$ cat config.mk
export PLATFORM = sky130hd
export DESIGN_NAME = hazard_ctrl_n
export DESIGN_NICKNAME = d
export VERILOG_FILES = /design/src/rtl/hazard_ctrl_n.sv
export SDC_FILE = /design/constraint.sdc
export NUM_CORES = 1
export LEC_CHECK = 0
export BUFFER_PORTS_ARGS = -buffer_cell sky130_fd_sc_hd__buf_2
export CAP_MARGIN = 20
export CORE_AREA = 4 4 163 165
export CTS_CLUSTER_SIZE = 16
export DETAILED_ROUTE_END_ITERATION = 8
export DIE_AREA = 0 0 167 169
export GPL_TIMING_DRIVEN = 0
export SLEW_MARGIN = 10
export SYNTH_ARGS = -nofsm -noshare
export SYNTH_HDL_FRONTEND = slang
export SYNTH_SLANG_ARGS = --single-unit
$ cat constraint.sdc
create_clock -name clk_i -period 7.5 [get_ports clk_i]
set_clock_uncertainty 0.1 [all_clocks]
set_input_delay 1.5 -clock clk_i [delete_from_list [all_inputs] [get_ports clk_i]]
set_output_delay 1.5 -clock clk_i [all_outputs]
set_load 0.01 [all_outputs]
$ cat src/rtl/hazard_ctrl_n.sv
// hazard_ctrl_n: pipeline hazard controller with forwarding, load-use stall, stall/flush chain and trap/IRQ redirect sequencing
// Optional feature macro: HAZARD_CTRL_IRQ_EN compiles in the interrupt drain FSM, epc and cause latch.
// Ports:
//   clk_i, rst_i                 clock, synchronous active-high reset
//   ex_*                         ID/EX sources, validity, branch request and target
//   st_*                         per post-EX register rd/flags/data/stall request (index 0 = EX/MEM1)
//   if_id_*, fetch_pc_i          PCs used to form the interrupt return address
//   trap_*                       trap/MRET from the last register
//   irq_*                        pending {mei, mti, msi} and global enable
//   fwd_*                        forwarding enables and data for rs1/rs2
//   stall_o, flush_o             per register: 0 IF/ID, 1 ID/EX, j+2 post-EX j
//   new_pc_*, pc_sel_o           fetch redirect (0 JUMP, 1 TRAP, 2 MEPC)
//   is_trap_o, csr_mret_o        CSR side-effect strobes
//   mcause_o, exc_pc_o           {irq, code} and mepc value on interrupt entry
//   ldu_stall_cnt_o              saturating load-use stall cycle count
module hazard_ctrl_n #(
   parameter int NSTG     = 3,
   parameter int LOAD_STG = 2,
   parameter int XLEN     = 32
) (
   input  logic                 clk_i,
   input  logic                 rst_i,
   input  logic [4:0]           ex_rs1_addr_i,
   input  logic [4:0]           ex_rs2_addr_i,
   input  logic                 ex_valid_i,
   input  logic [5*NSTG-1:0]    st_rd_addr_i,
   input  logic [NSTG-1:0]      st_write_rd_i,
   input  logic [NSTG-1:0]      st_is_load_i,
   input  logic [NSTG-1:0]      st_valid_i,
   input  logic [XLEN*NSTG-1:0] st_fwd_data_i,
   input  logic [NSTG-1:0]      st_stall_req_i,
   input  logic                 if_id_valid_i,
   input  logic [XLEN-1:0]      if_id_pc_i,
   input  logic [XLEN-1:0]      fetch_pc_i,
   input  logic                 ex_new_pc_en_i,
   input  logic [XLEN-1:0]      ex_new_pc_i,
   input  logic                 trap_i,
   input  logic                 trap_mret_i,
   input  logic [3:0]           trap_code_i,
   input  logic [2:0]           irq_pending_i,
   input  logic                 irq_global_en_i,
   output logic                 fwd_rs1_en_o,
   output logic                 fwd_rs2_en_o,
   output logic [XLEN-1:0]      fwd_rs1_data_o,
   output logic [XLEN-1:0]      fwd_rs2_data_o,
   output logic [NSTG+1:0]      stall_o,
   output logic [NSTG+1:0]      flush_o,
   output logic                 new_pc_en_o,
   output logic [1:0]           pc_sel_o,
   output logic [XLEN-1:0]      new_pc_o,
   output logic                 is_trap_o,
   output logic                 csr_mret_o,
   output logic [4:0]           mcause_o,
   output logic [XLEN-1:0]      exc_pc_o,
   output logic [31:0]          ldu_stall_cnt_o
);
   localparam logic [1:0] PC_JUMP = 2'd0;
   localparam logic [1:0] PC_TRAP = 2'd1;
   localparam logic [1:0] PC_MEPC = 2'd2;

   logic            w_haz1, w_haz2, w_hazard;
   logic            w_drain, w_take, w_branch;
   logic [4:0]      w_take_cause;
   logic [NSTG+1:0] w_stall, w_flush;
   logic [31:0]     r_cnt;

   // Walk from the oldest stage down so the youngest match overrides.
   // Hazard looks at the youngest writer regardless of its valid flag;
   // forwarding only takes eligible stages.
   always_comb begin
      fwd_rs1_en_o   = 1'b0;
      fwd_rs2_en_o   = 1'b0;
      fwd_rs1_data_o = '0;
      fwd_rs2_data_o = '0;
      w_haz1         = 1'b0;
      w_haz2         = 1'b0;
      for (int k = NSTG-1; k >= 0; k--) begin
         if (st_rd_addr_i[5*k +: 5] != 5'd0 && st_write_rd_i[k]) begin
            if (st_rd_addr_i[5*k +: 5] == ex_rs1_addr_i) begin
               w_haz1 = st_is_load_i[k] && (k < LOAD_STG);
               if (st_valid_i[k] && (!st_is_load_i[k] || k >= LOAD_STG)) begin
                  fwd_rs1_en_o   = 1'b1;
                  fwd_rs1_data_o = st_fwd_data_i[XLEN*k +: XLEN];
               end
            end
            if (st_rd_addr_i[5*k +: 5] == ex_rs2_addr_i) begin
               w_haz2 = st_is_load_i[k] && (k < LOAD_STG);
               if (st_valid_i[k] && (!st_is_load_i[k] || k >= LOAD_STG)) begin
                  fwd_rs2_en_o   = 1'b1;
                  fwd_rs2_data_o = st_fwd_data_i[XLEN*k +: XLEN];
               end
            end
         end
      end
   end

   assign w_hazard = ex_valid_i & (w_haz1 | w_haz2);

   // A held stage freezes everything upstream of it.
   always_comb begin
      w_stall = '0;
      for (int j = 0; j < NSTG; j++)
         w_stall[j+2] = |(st_stall_req_i >> j);
      w_stall[1] = w_hazard | w_stall[2];
      w_stall[0] = w_stall[1] | w_drain;
   end

   assign w_branch = ex_new_pc_en_i & ~w_stall[1];
   assign stall_o  = w_stall;
   assign flush_o  = w_flush;
   assign new_pc_o = ex_new_pc_i;

   always_comb begin
      w_flush     = '0;
      new_pc_en_o = 1'b0;
      pc_sel_o    = PC_JUMP;
      is_trap_o   = 1'b0;
      csr_mret_o  = 1'b0;
      mcause_o    = {1'b0, trap_code_i};
      // A bubble enters wherever a stalled register feeds a moving one.
      for (int j = 0; j <= NSTG; j++)
         w_flush[j+1] = w_stall[j] & ~w_stall[j+1];
      if (w_drain)
         w_flush[1] = 1'b1;
      if (trap_i) begin
         w_flush[NSTG:0] = '1;
         new_pc_en_o     = 1'b1;
         pc_sel_o        = trap_mret_i ? PC_MEPC : PC_TRAP;
         csr_mret_o      = trap_mret_i;
         is_trap_o       = ~trap_mret_i;
      end else if (w_take) begin
         w_flush[1:0] = '1;
         new_pc_en_o  = 1'b1;
         pc_sel_o     = PC_TRAP;
         is_trap_o    = 1'b1;
         mcause_o     = w_take_cause;
      end else if (w_branch && !w_drain) begin
         w_flush[1:0] = '1;
         new_pc_en_o  = 1'b1;
      end
      if (rst_i) begin
         new_pc_en_o = 1'b0;
         is_trap_o   = 1'b0;
         csr_mret_o  = 1'b0;
      end
   end

`ifdef HAZARD_CTRL_IRQ_EN
   typedef enum logic [1:0] {S_RUN, S_DRAIN, S_TAKE} state_t;
   state_t          r_state, w_next;
   logic [XLEN-1:0] r_epc;
   logic [3:0]      r_code;

   always_comb begin
      w_next = r_state;
      unique case (r_state)
         S_RUN:   if (irq_global_en_i && |irq_pending_i) w_next = S_DRAIN;
         S_DRAIN: if (!ex_valid_i && !(|st_valid_i)) w_next = S_TAKE;
         default: w_next = S_RUN;
      endcase
      if (trap_i)
         w_next = S_RUN;
   end

   always_ff @(posedge clk_i) begin
      if (rst_i) begin
         r_state <= S_RUN;
         r_epc   <= '0;
         r_code  <= '0;
      end else begin
         r_state <= w_next;
         if (r_state == S_RUN && w_next == S_DRAIN) begin
            r_epc  <= if_id_valid_i ? if_id_pc_i : fetch_pc_i;
            r_code <= irq_pending_i[2] ? 4'd11 : irq_pending_i[0] ? 4'd3 : 4'd7;
         end else if (w_drain && w_branch) begin
            // The branch target becomes the resume point instead of a redirect.
            r_epc <= ex_new_pc_i;
         end
      end
   end

   assign w_drain      = r_state == S_DRAIN;
   assign w_take       = r_state == S_TAKE;
   assign w_take_cause = {1'b1, r_code};
   assign exc_pc_o     = r_epc;
`else
   logic w_unused;
   assign w_unused     = ^{irq_pending_i, irq_global_en_i, if_id_valid_i, if_id_pc_i, fetch_pc_i};
   assign w_drain      = 1'b0;
   assign w_take       = 1'b0;
   assign w_take_cause = '0;
   assign exc_pc_o     = '0;
`endif

   always_ff @(posedge clk_i) begin
      if (rst_i)
         r_cnt <= '0;
      else if (w_hazard && !w_stall[2] && !(&r_cnt))
         r_cnt <= r_cnt + 32'd1;
   end

   assign ldu_stall_cnt_o = r_cnt;
endmodule

==> impl_results.md, run 1 <==
- Worst Hold Class: reg -> reg
- Area occupied by registers: 641 µm²
- Yosys synthesis warning count: 0
- Via count of the first global-routing pass: 5,331
- Status: finished clean
- Post-synthesis average cell area: 6.93 µm²
- Final weighted congestion in routability-driven placement: 0.893
- Number of synthesized register bits: 32
- Unrepaired setup endpoints after global routing: false
- Portion of synthesized cell area occupied by the leading cell type: 15.9%
- Total number of nets in the final design: 1,152
- Post-route core utilization: 24.6%
- Non-Filler Cell Area, Final: 6170 µm²
- Worst ir drop on vdd: 0.000129 V
- Post-synthesis instance area: 4040 µm²
- Reg-to-Reg Start: ldu_stall_cnt_o[16]$_SDFFE_PP0P_
- Data arrival time at the worst-slack endpoint: 4.20 ns
- Cell type with the highest aggregate area in the netlist: dfxtp_1
- Die Ht: 169 µm
- Number of hold-slack violations in the final timing report: 0
- Cell area reported after detailed placement: 6000 µm²
- Number of DRC violations after detailed routing: 0
- Number of buffers inserted by hold repair at cts: 0
- Summed negative setup slack over all endpoints: 0 ns
- CP peak stage delay: 0.41 ns
- Hold wc startpoint: ldu_stall_cnt_o[13]$_SDFFE_PP0P_
- Reg-to-Reg End: ldu_stall_cnt_o[1]$_SDFFE_PP0P_
- Chip Width: 167 µm
- Pin count of the biggest net entering global routing: 11
- H-tree level count: 2
- Type of destination of the critical path: output pin
- Setup violators final: 0
- Synth-to-Final Area Change: 52.6%
- Via-per-instance ratio: 4.56
- Worst Reg2Reg Path Length in Cells: 9
- Post-DP HPWL: 17,600 µm
- Congestion Overflow GR: 0
- Post-CTS repair timing setup buffer count: 0
- Initial Utilization: 16.1%
- Register clock-pin slew on the reported worst setup and hold paths: 0.05 ns
- Post-synthesis async set-or-reset flop share: 0%
- Post-synth EDFFs: 0
- Leakage dissipation: 2.81 nW
- Buffer type at the clock tree root: clkbuf_16
- Die area: 28,200 µm²
- Maximum fanout count along the critical path: 10
- Final wirelength: 21,400 µm
- Worst hold slack: 0.407 ns
- Flop2flop setup slack: 4.63 ns
- Worst-skew pair later-pin latency: 0.28 ns
- Final critical-path share of the clock period: 77.3%
- Antenna violations before repair: 10
- Inserted Clock Buffers: 5
- Nature of the critical path startpoint: input port
- Number of fill cells in the layout: 2,795
- Hold Path Cell Cnt: 2
- Most instantiated cells after synthesis: nand2_1, o21ai_1, buf_4, a32oi_1, clkbuf_1
- Mean routed wirelength per cell: 17.2 µm
- Fmax: 0.172 GHz
- Number of instances resized during post-cts repair: 0
- Number of I/O port buffers: 285
- Number of top-level pins: 426
- Number of placement rows: 58
- Largest cells by area after synthesis: dfxtp_1, a32oi_1, buf_4
- Sequential share of the synthesized area: 15.9%
- Layout cell share with drive strength beyond 1: 41.5%
- Count of antenna-violating nets left after detailed routing: 0
- Data required, critical path: 5.90 ns
- Worst hold path endpoint: ldu_stall_cnt_o[13]$_SDFFE_PP0P_
- Number of max-slew violations in the final report: 0
- Remaining max-slew budget at the tightest pin: 53.4%
- Number of flip-flops in the largest register: 32
- Sinks on Clock Net: 32
- Number of detailed-route iterations in the first pass: 6
- Pwr Density: 92.1 nW/µm²
- Total GRT Usage: 13.4%
- Core Area: 25,000 µm²
- Count of cell types in the netlist: 44
- Number of max-cap violations: 0
- Count leader, synth: nand2_1
- Number of instances in the synthesized netlist: 583
- Transition time at the pin with the least slew margin: 0.699 ns
- Minimum clock period: 5.80 ns
- Total area of multi-input combinational cells: 2760 µm²
- Critical-path cell with the highest stage delay: clkbuf_1
- Iter 0 DRT Violations: 349
- Cells traversed along the worst timing path: buf_2 -> xor2_1 -> nor4_1 -> nor2b_1 -> clkbuf_1 -> a21oi_1 -> clkbuf_1 -> a32oi_1 -> o21ai_1 -> buf_2
- CTS tree: done
- Buffer levels on the longest clock path: 2
- Overall via count from detail_route: 5,647
- Global-route wire length before repair: 30,800 µm
- Kind of critical path: in -> out
- Most common flop cell mapped by yosys: dfxtp_1
report_power, final:
group | switching (mW) | total (mW) | internal [mW]
Sequential | 0.0000242 | 0.170 | 0.170
Combinational | 0.0876 | 0.167 | 0.0790
Clock | 0.0751 | 0.231 | 0.156
cells by family (layout without fill, tap and decap cells):
family / after synthesis / in the layout / synth area share (%)
buf+inv: 125 / 418 / 18.8
mux: 11 / 11 / 3.03
compound gates: 177 / 177 / 29.5
flops: 32 / 32 / 15.9
other cells: 1 / 34 / 0.0928
simple gates: 203 / 203 / 25.2
fa+ha+maj: 1 / 1 / 0.310
xor+xnor: 33 / 33 / 7.15
worst max-delay path: cells and delay by family:
| kind | cells | cell delay (ns) |
|---|---|---|
| AO/OA/AOI/OAI | 3 | 0.86 |
| XOR/XNOR | 1 | 0.16 |
| buffers and inverters | 4 | 1.12 |
| AND/OR/NAND/NOR | 2 | 0.55 |
layout make-up:
class | instances | area share (%)
buffer | 117 | 11.8
clock inverter | 2 | 0.568
inverter | 8 | 0.487
timing repair buffer | 285 | 23.1
clock buffer | 6 | 2.09
multi-input combinational | 458 | 44.8
tap | 330 | 6.70
sequential | 32 | 10.4
antenna | 1 | 0.0406
metal layers:
metal | global-route usage [%] | up-vias | routed length, µm
met3 | 4.09 | 40 | 2180
met4 | 2.45 | 18 | 346
met1 | 15.6 | 2571 | 8060
li1 | - | 2691 | -
met5 | 0 | - | 114
met2 | 24.6 | 327 | 10700
per-stage QoR:
| step | total power, mW | instances | setup slack [ns] |
|---|---|---|---|
| after CTS | 0.571 | 1238 | 1.61 |
| after global routing | 0.595 | 1239 | 1.43 |
| after global placement | 0.338 | 1230 | 1.73 |
| after floorplan | 0.257 | 615 | 2.69 |
| final | 0.568 | 1239 | 1.70 |
| after detailed placement | 0.339 | 1230 | 1.62 |
placed cells by master, fill, tap and decap left out, drive strengths merged, types with 2 or more instances in the layout:
cell       n
a32oi     64
inv        8
and4       2
o2111ai    2
xnor2     14
nor2b     14
and2       2
nor2      27
clkbuf    46
buf      362
nand4     13
or4        9
conb      33
nor3      11
a21oi     21
nand3      9
nand2     84
o31ai      4
mux2      10
dfxtp     32
xor2      19
o21ai     80
nor4       7
and3b      3
or3       14
nand3b     5
worst max path at each step:
stage                           from                end  cells past startpoint
detailed placement  ex_rs1_addr_i[3]  fwd_rs1_data_o[2]                     10
global route        ex_rs1_addr_i[3]  fwd_rs1_data_o[2]                     10
finish              ex_rs1_addr_i[3]  fwd_rs1_data_o[2]                     10
CTS                 ex_rs1_addr_i[3]  fwd_rs1_data_o[2]                     10
floorplan            st_rd_addr_i[1]        new_pc_en_o                      7
global placement    ex_rs1_addr_i[3]  fwd_rs1_data_o[2]                     10
Power figures use the tool's default switching activity.
==> run 2, diff against run 1 <==
==> constraint.sdc (replaced) <==
create_clock -name clk_i -period 4.8 [get_ports clk_i]
set_clock_uncertainty 0.1 [all_clocks]
set_input_delay 0.96 -clock clk_i [delete_from_list [all_inputs] [get_ports clk_i]]
set_output_delay 0.96 -clock clk_i [all_outputs]
set_load 0.01 [all_outputs]
==> run 2 against run 1 <==
  * Critical path depth is 2 lower
  * Core utilization hardly changed
  * Wire length hardly changed
  * Worst setup slack worse by 1.5 ns
  * Clock power is 56% higher
==> impl_results.md, run 2 (synthesis results as in run 1) <==
- Initial Utilization: 16.1% (unchanged)
- Total Power: 0.887 mW (+56%)
- Pwr Density: 144 nW/µm² (+56%)
- Sinks on Clock Net: 32 (unchanged)
- Layout cell share with drive strength beyond 1: 41.8% (+0.31 points)
- Flop2flop setup slack: 1.91 ns (-2.72 ns)
- Buffer type at the clock tree root: clkbuf_16
- Post-route core utilization: 24.6% (about the same)
- Antenna violations before repair: 10 (unchanged)
- Post-DP HPWL: 17,600 µm (unchanged)
- Data arrival time at the worst-slack endpoint: 3.49 ns (-0.71 ns)
- Die Ht: 169 µm (unchanged)
- Met3 demand-to-capacity share in global routing: 4.09% (unchanged)
- Via count of the first global-routing pass: 5,331 (unchanged)
- Unrepaired setup endpoints after global routing: false
- Chip Width: 167 µm (unchanged)
- Count of antenna-violating nets left after detailed routing: 0 (unchanged)
- Number of I/O port buffers: 285 (unchanged)
- Maximum fanout count along the critical path: 10 (unchanged)
- Data required, critical path: 3.74 ns (-2.16 ns)
- Most common library cell in the layout ignoring fill and taps: buf_2
- Worst hold path endpoint: ldu_stall_cnt_o[13]$_SDFFE_PP0P_
- Number of fill cells in the layout: 2,796 (+0.036%)
- Cells traversed along the worst timing path: buf_2 -> nor4_1 -> a21oi_1 -> a21oi_1 -> clkbuf_1 -> a32oi_1 -> o21ai_1 -> buf_2
- Remaining max-slew budget at the tightest pin: 52.8% (-0.61 points)
- Fmax: 0.220 GHz
- Buffer levels on the longest clock path: 2 (unchanged)
- Number of max-cap violations: 0 (unchanged)
- Total number of nets in the final design: 1,150 (-0.17%)
- Worst Reg2Reg Path Length in Cells: 9 (unchanged)
- Core Area: 25,000 µm² (unchanged)
- CTS tree: done
- Synth-to-Final Area Change: 52.5% (about the same)
- Die area: 28,200 µm² (unchanged)
- Worst-skew pair later-pin latency: 0.28 ns (about the same)
- Worst Hold Class: reg -> reg
- Number of top-level pins: 426 (unchanged)
- Congestion Overflow GR: 0 (unchanged)
- Total GRT Usage: 13.4% (about the same)
- H-tree level count: 2 (unchanged)
- Global-route wire length before repair: 30,800 µm (about the same)
- Final wirelength: 21,300 µm (about the same)
- Inserted Clock Buffers: 5 (unchanged)
- Kind of critical path: in -> out
- Number of flip-flops in the largest register: 32 (unchanged)
- Register clock-pin slew on the reported worst setup and hold paths: 0.05 ns (about the same)
- Iter 0 DRT Violations: 402 (+15%)
- Mean routed wirelength per cell: 17.3 µm (about the same)
- Number of hold-slack violations in the final timing report: 0 (unchanged)
- Hold Path Cell Cnt: 2 (unchanged)
- Number of max-slew violations in the final report: 0 (unchanged)
- Pin count of the biggest net entering global routing: 11 (unchanged)
- Reg-to-Reg End: ldu_stall_cnt_o[1]$_SDFFE_PP0P_
- Setup WS post-layout: 0.249 ns (-1.45 ns)
- Critical-path cell with the highest stage delay: clkbuf_1
- Worst ir drop on vdd: 0.000202 V (+56%)
- Hold wc startpoint: ldu_stall_cnt_o[13]$_SDFFE_PP0P_
- CP peak stage delay: 0.57 ns (+0.16 ns)
- Number of buffers inserted by hold repair at cts: 0 (unchanged)
- Post-CTS repair timing setup buffer count: 0 (unchanged)
- Global Route met1 Usage: 15.6% (about the same)
- Reg-to-Reg Start: ldu_stall_cnt_o[16]$_SDFFE_PP0P_
- Leakage dissipation: 2.81 nW (+0.16%)
- Final critical-path share of the clock period: 94.8%
- Routing usage on met2: 24.6% (unchanged)
- Overall via count from detail_route: 5,585 (-1.1%)
- Delay-heaviest family, CP: compound AO/OA/AOI/OAI gates
- Commonest cells after routing, fill and taps aside: buf_2, nand2_1, o21ai_1, buf_4, a32oi_1
- Via-per-instance ratio: 4.51 (-0.94%)
- Final weighted congestion in routability-driven placement: 0.893 (unchanged)
- Worst hold slack: 0.407 ns (-0.000307 ns)
- Minimum clock period: 4.55 ns
- Transition time at the pin with the least slew margin: 0.708 ns (+0.00911 ns)
- Type of destination of the critical path: output pin
- Layer with the highest usage after global routing: met2
- Number of placement rows: 58 (unchanged)
- Buffers and inverters on the worst path: 3 (-1)
- Post-placement setup slack: -0.00220 ns (-1.62 ns)
- Number of DRC violations after detailed routing: 0 (unchanged)
- Nature of the critical path startpoint: input port
- Setup violators final: 0 (unchanged)
- Status: finished clean
- Number of detailed-route iterations in the first pass: 5 (-1)
[run 2: cell types whose count changed in the layout (fill, tap and decap cells not counted)]
cell and delta:
clkbuf_1 -4, clkbuf_2 +2
[run 2: power by group]
part	switching (mW)	internal [mW]	total [mW]
Clock	0.117	0.244	0.361
Sequential	0.0000382	0.266	0.266
Combinational	0.137	0.124	0.260
[run 2: worst max path at each step]
stage | startpoint | endpoint | slack, ns | cells after the start
floorplan | st_rd_addr_i[1] | new_pc_en_o | 1.07 | 7
global placement | ex_rs1_addr_i[3] | fwd_rs1_data_o[2] | 0.11 | 10
detailed placement | ex_rs1_addr_i[3] | fwd_rs1_data_o[2] | -0.002 | 10
CTS | st_rd_addr_i[6] | fwd_rs1_data_o[2] | 0.04 | 8
global route | ex_rs2_addr_i[3] | fwd_rs2_data_o[2] | 0.03 | 10
finish | st_rd_addr_i[6] | fwd_rs2_data_o[3] | 0.25 | 8
[run 2: metal layers]
| metal | vias to the layer above | part of all wire (%) |
|---|---|---|
| met5 | - | 0.53 |
| met4 | 18 | 1.5 |
| met3 | 36 | 9.5 |
| met2 | 284 | 50 |
| met1 | 2561 | 38 |
| li1 | 2686 | - |
[run 2: cell type report]
type                    count  area (µm²)  share of cell area (%)
clock buffers               6         129                    2.09
inverters                   8        30.0                   0.487
diodes                      1        2.50                  0.0406
clock inverters             2        35.0                   0.569
well taps                 330         413                    6.70
plain buffers             115         726                    11.8
multi-input cells         458        2760                    44.8
repair buffers            285        1430                    23.1
flip-flops and latches     32         641                    10.4
[run 2: per-stage QoR]
stage	area (µm²)	cells	TNS (ns)
global route	6160	1237	0
CTS	6170	1238	0
detailed placement	6000	1230	-0.00220
global placement	6000	1230	0
finish	6160	1237	0
floorplan	4160	615	0
[run 2: worst reg2reg max path, delay by kind of cell, from the launching register on]
kind,cells,cell delay [ns]
AO/OA/AOI/OAI,1,0.18
buffers and inverters,2,0.39
flip-flops,1,0.41
multiplexers,1,0.19
AND/OR/NAND/NOR,5,1.51
[run 2: repair_timing]
item / in CTS / in global routing
gates resized for setup: 1 / 2
endpoints found under the setup margin: 1 / 4
pin swaps: 0 / 0
==> run 3, diff against run 2 <==
--- a/config.mk
+++ b/config.mk
@@ -5,7 +5,7 @@
 export SDC_FILE = /design/constraint.sdc
 export NUM_CORES = 1
 export LEC_CHECK = 0
-export BUFFER_PORTS_ARGS = -buffer_cell sky130_fd_sc_hd__buf_2
+export BUFFER_PORTS_ARGS = -buffer_cell sky130_fd_sc_hd__clkbuf_2
 export CAP_MARGIN = 20
 export CORE_AREA = 4 4 163 165
 export CTS_CLUSTER_SIZE = 16
==> run 3 against run 2 <==
  * Count of clock-buffer cells in the layout is 2 higher
  * Largest cell class unchanged
  * Core utilization decreased by 0.070 points
  * Critical path type unchanged
  * Fmax decreased by 0.49%
  * Worst setup slack got worse by 0.022 ns
  * Die area unchanged
  * Via count is 0.77% higher
  * Sequential share of layout area about the same
  * Sequential cell count did not move
  * Critical endpoint unchanged
  * Highest routed layer unchanged
==> impl_results.md, run 3 (synthesis results as in run 1) <==
- Final critical-path share of the clock period: 95.3% (+0.46 points)
- Relative contribution of the clock network to total power: 38.0% (-2.7 points)
- Die area: 28,200 µm² (unchanged)
- H-tree level count: 2 (unchanged)
- Setup violators final: 0 (unchanged)
- Worst Reg2Reg Path Length in Cells: 9 (unchanged)
- Synth-to-Final Area Change: 52.0%
- Overall via count from detail_route: 5,628 (+0.77%)
- Initial Utilization: 16.1% (unchanged)
- Net switching fraction of the power: 30.0% (+1.4 points)
- Minimum clock period: 4.57 ns (+0.0222 ns)
- Sinks on Clock Net: 32 (unchanged)
- Hold Path Cell Cnt: 2 (unchanged)
- Die Ht: 169 µm (unchanged)
- Final weighted congestion in routability-driven placement: 0.871 (-2.4%)
- Iter 0 DRT Violations: 396 (-1.5%)
- CTS tree: done
- Reg-to-Reg End: ldu_stall_cnt_o[1]$_SDFFE_PP0P_
- Count of antenna-violating nets left after detailed routing: 0 (unchanged)
- Layout cell share with drive strength beyond 1: 41.7% (-0.11 points)
- Mean routed wirelength per cell: 17.3 µm (+0.27%)
- Hold wc startpoint: ldu_stall_cnt_o[21]$_SDFFE_PP0P_
- Type of destination of the critical path: output pin
- Maximum fanout count along the critical path: 10 (unchanged)
- Number of hold-slack violations in the final timing report: 0 (unchanged)
- Number of detailed-route iterations in the first pass: 5 (unchanged)
- Antenna violations before repair: 4 (-6)
- Buffers and inverters on the worst path: 4 (+1)
- Reported net switching power: 0.256 mW (+0.54%)
- Status: finished clean
- Number of placement rows: 58 (unchanged)
- Via-per-instance ratio: 4.55 (+0.85%)
- Remaining max-slew budget at the tightest pin: 52.1% (-0.73 points)
- CP peak stage delay: 0.55 ns (-0.02 ns)
- Post-route core utilization: 24.5% (-0.070 points)
- Final wirelength: 21,400 µm (+0.19%)
- Commonest cells after routing, fill and taps aside: clkbuf_2, nand2_1, o21ai_1, buf_4, a32oi_1
- Buffer levels on the longest clock path: 2 (unchanged)
- Share of power burned in registers: 31.2% (+1.3 points)
- Core Area: 25,000 µm² (unchanged)
- Worst hold path endpoint: ldu_stall_cnt_o[21]$_SDFFE_PP0P_
- Data arrival time at the worst-slack endpoint: 3.51 ns (+0.02 ns)
- Flop2flop setup slack: 1.92 ns (about the same)
- Summed negative setup slack over all endpoints: 0 ns (unchanged)
- Kind of critical path: in -> out
- Area occupied by registers: 641 µm² (unchanged)
- Total area of multi-input combinational cells: 2760 µm² (+0.14%)
- Data required, critical path: 3.74 ns (about the same)
- Unrepaired setup endpoints after global routing: false
- Most common library cell in the layout ignoring fill and taps: clkbuf_2
- Pwr Density: 139 nW/µm² (-3.8%)
- Cells traversed along the worst timing path: clkbuf_2 -> nand3b_1 -> a21oi_1 -> clkbuf_1 -> clkbuf_1 -> a32oi_1 -> o21ai_1 -> clkbuf_2
- Worst Hold Class: reg -> reg
- Worst-skew pair later-pin latency: 0.28 ns (about the same)
- Number of I/O port buffers: 285 (unchanged)
- Nature of the critical path startpoint: input port
- Antenna diode count: 0 (-1)
- Number of fill cells in the layout: 2,818 (+0.79%)
- Global-route wire length before repair: 31,000 µm (+0.85%)
- Number of top-level pins: 426 (unchanged)
- Number of max-cap violations: 0 (unchanged)
- Fmax: 0.219 GHz (-0.49%)
- Register clock-pin slew on the reported worst setup and hold paths: 0.05 ns (about the same)
- Via count of the first global-routing pass: 5,311 (-0.38%)
- Leakage dissipation: 2.75 nW (-2.3%)
- Part of the total power dissipated in combinational logic: 30.7% (+1.4 points)
- Total GRT Usage: 13.6% (+0.16 points)
- Critical-path cell with the highest stage delay: clkbuf_1
- Post-DP HPWL: 17,700 µm (+0.67%)
- Buffer type at the clock tree root: clkbuf_16
- Delay-heaviest family, CP: buffers and inverters
- Worst ir drop on vdd: 0.000193 V (-4.3%)
- Number of flip-flops in the largest register: 32 (unchanged)
- Congestion Overflow GR: 0 (unchanged)
- Inserted Clock Buffers: 5 (unchanged)
- Internal Dissipation: 0.596 mW (-5.9%)
- Number of max-slew violations in the final report: 0 (unchanged)
- Total number of nets in the final design: 1,150 (unchanged)
- Transition time at the pin with the least slew margin: 0.719 ns (+0.0109 ns)
- Number of DRC violations after detailed routing: 0 (unchanged)
- Chip Width: 167 µm (unchanged)
- Reg-to-Reg Start: ldu_stall_cnt_o[16]$_SDFFE_PP0P_
- Pin count of the biggest net entering global routing: 11 (unchanged)
run 3: cell count changes in the layout (fill, tap and decap cells not counted), sizes merged:
| cell | change |
|---|---|
| diode | -1 |
| bufinv | -1 |
| clkbuf | +287 |
| buf | -285 |
| clkinv | -1 |
run 3: worst max path at each step:
stage,from,endpoint,slack [ns],depth (start not counted)
floorplan,st_rd_addr_i[1],new_pc_en_o,1.07,7
global placement,ex_rs1_addr_i[3],fwd_rs1_data_o[2],0.09,10
detailed placement,ex_rs1_addr_i[3],fwd_rs1_data_o[2],0.09,10
CTS,ex_rs1_addr_i[3],fwd_rs1_data_o[2],0.07,10
global route,st_rd_addr_i[6],fwd_rs2_data_o[3],0.08,8
finish,st_is_load_i[1],fwd_rs2_data_o[3],0.23,8
run 3: cell type report:
cell class,count,share of cell area [%]
Multi-Input combinational cell,458,45.0
Clock buffer,8,2.38
Inverter,8,0.489
Sequential cell,32,10.4
Timing Repair Buffer,285,23.2
Buffer,115,11.8
Tap cell,330,6.72
run 3: power by group through the flow:
stage	Combinational (mW)	Clock [mW]	Sequential (mW)
floorplan	0.130	0	0.272
global placement	0.257	0	0.272
detailed placement	0.260	0	0.272
CTS	0.261	0.327	0.266
global route	0.283	0.339	0.266
finish	0.262	0.324	0.266
run 3: timing repair:
| action | in CTS | in global routing |
|---|---|---|
| hold buffers | 0 | 0 |
| setup endpoints to repair | 0 | 14 |
| setup buffers | 0 | 0 |
| resized for setup | 0 | 3 |
| hold endpoints to repair | 0 | 0 |
run 3: metal layers:
| metal | share of wire [%] | track usage [%] | wire length (µm) |
|---|---|---|---|
| met5 | 0.26 | 0 | 55 |
| met4 | 2.2 | 3.88 | 464 |
| met3 | 10 | 4.25 | 2170 |
| met2 | 49 | 24.1 | 10600 |
| met1 | 38 | 15.8 | 8130 |
run 3: stage by stage:
| stage | setup slack (ns) | hold slack, ns | std cells | power (mW) | cell area (µm²) |
|---|---|---|---|---|---|
| 6_report | 0.227 | 0.415 | 1236 | 0.851 | 6140 |
| 5_1_grt | 0.0758 | 0.450 | 1236 | 0.888 | 6140 |
| 4_1_cts | 0.0715 | 0.416 | 1238 | 0.853 | 6150 |
| 3_5_place_dp | 0.0851 | 0.405 | 1230 | 0.531 | 6000 |
| 3_3_place_gp | 0.0907 | 0.394 | 1230 | 0.528 | 6000 |
| 2_1_floorplan | 1.07 | 0.408 | 615 | 0.401 | 4160 |
run 3: worst register-to-register path, delay by kind of cell, from the launching register on:
family,cells,cell delay [ns]
and+or+nand+nor,5,1.49
DFF,1,0.40
buffers and inverters,2,0.39
muxes,1,0.20
AOI/OAI and AO/OA,1,0.18
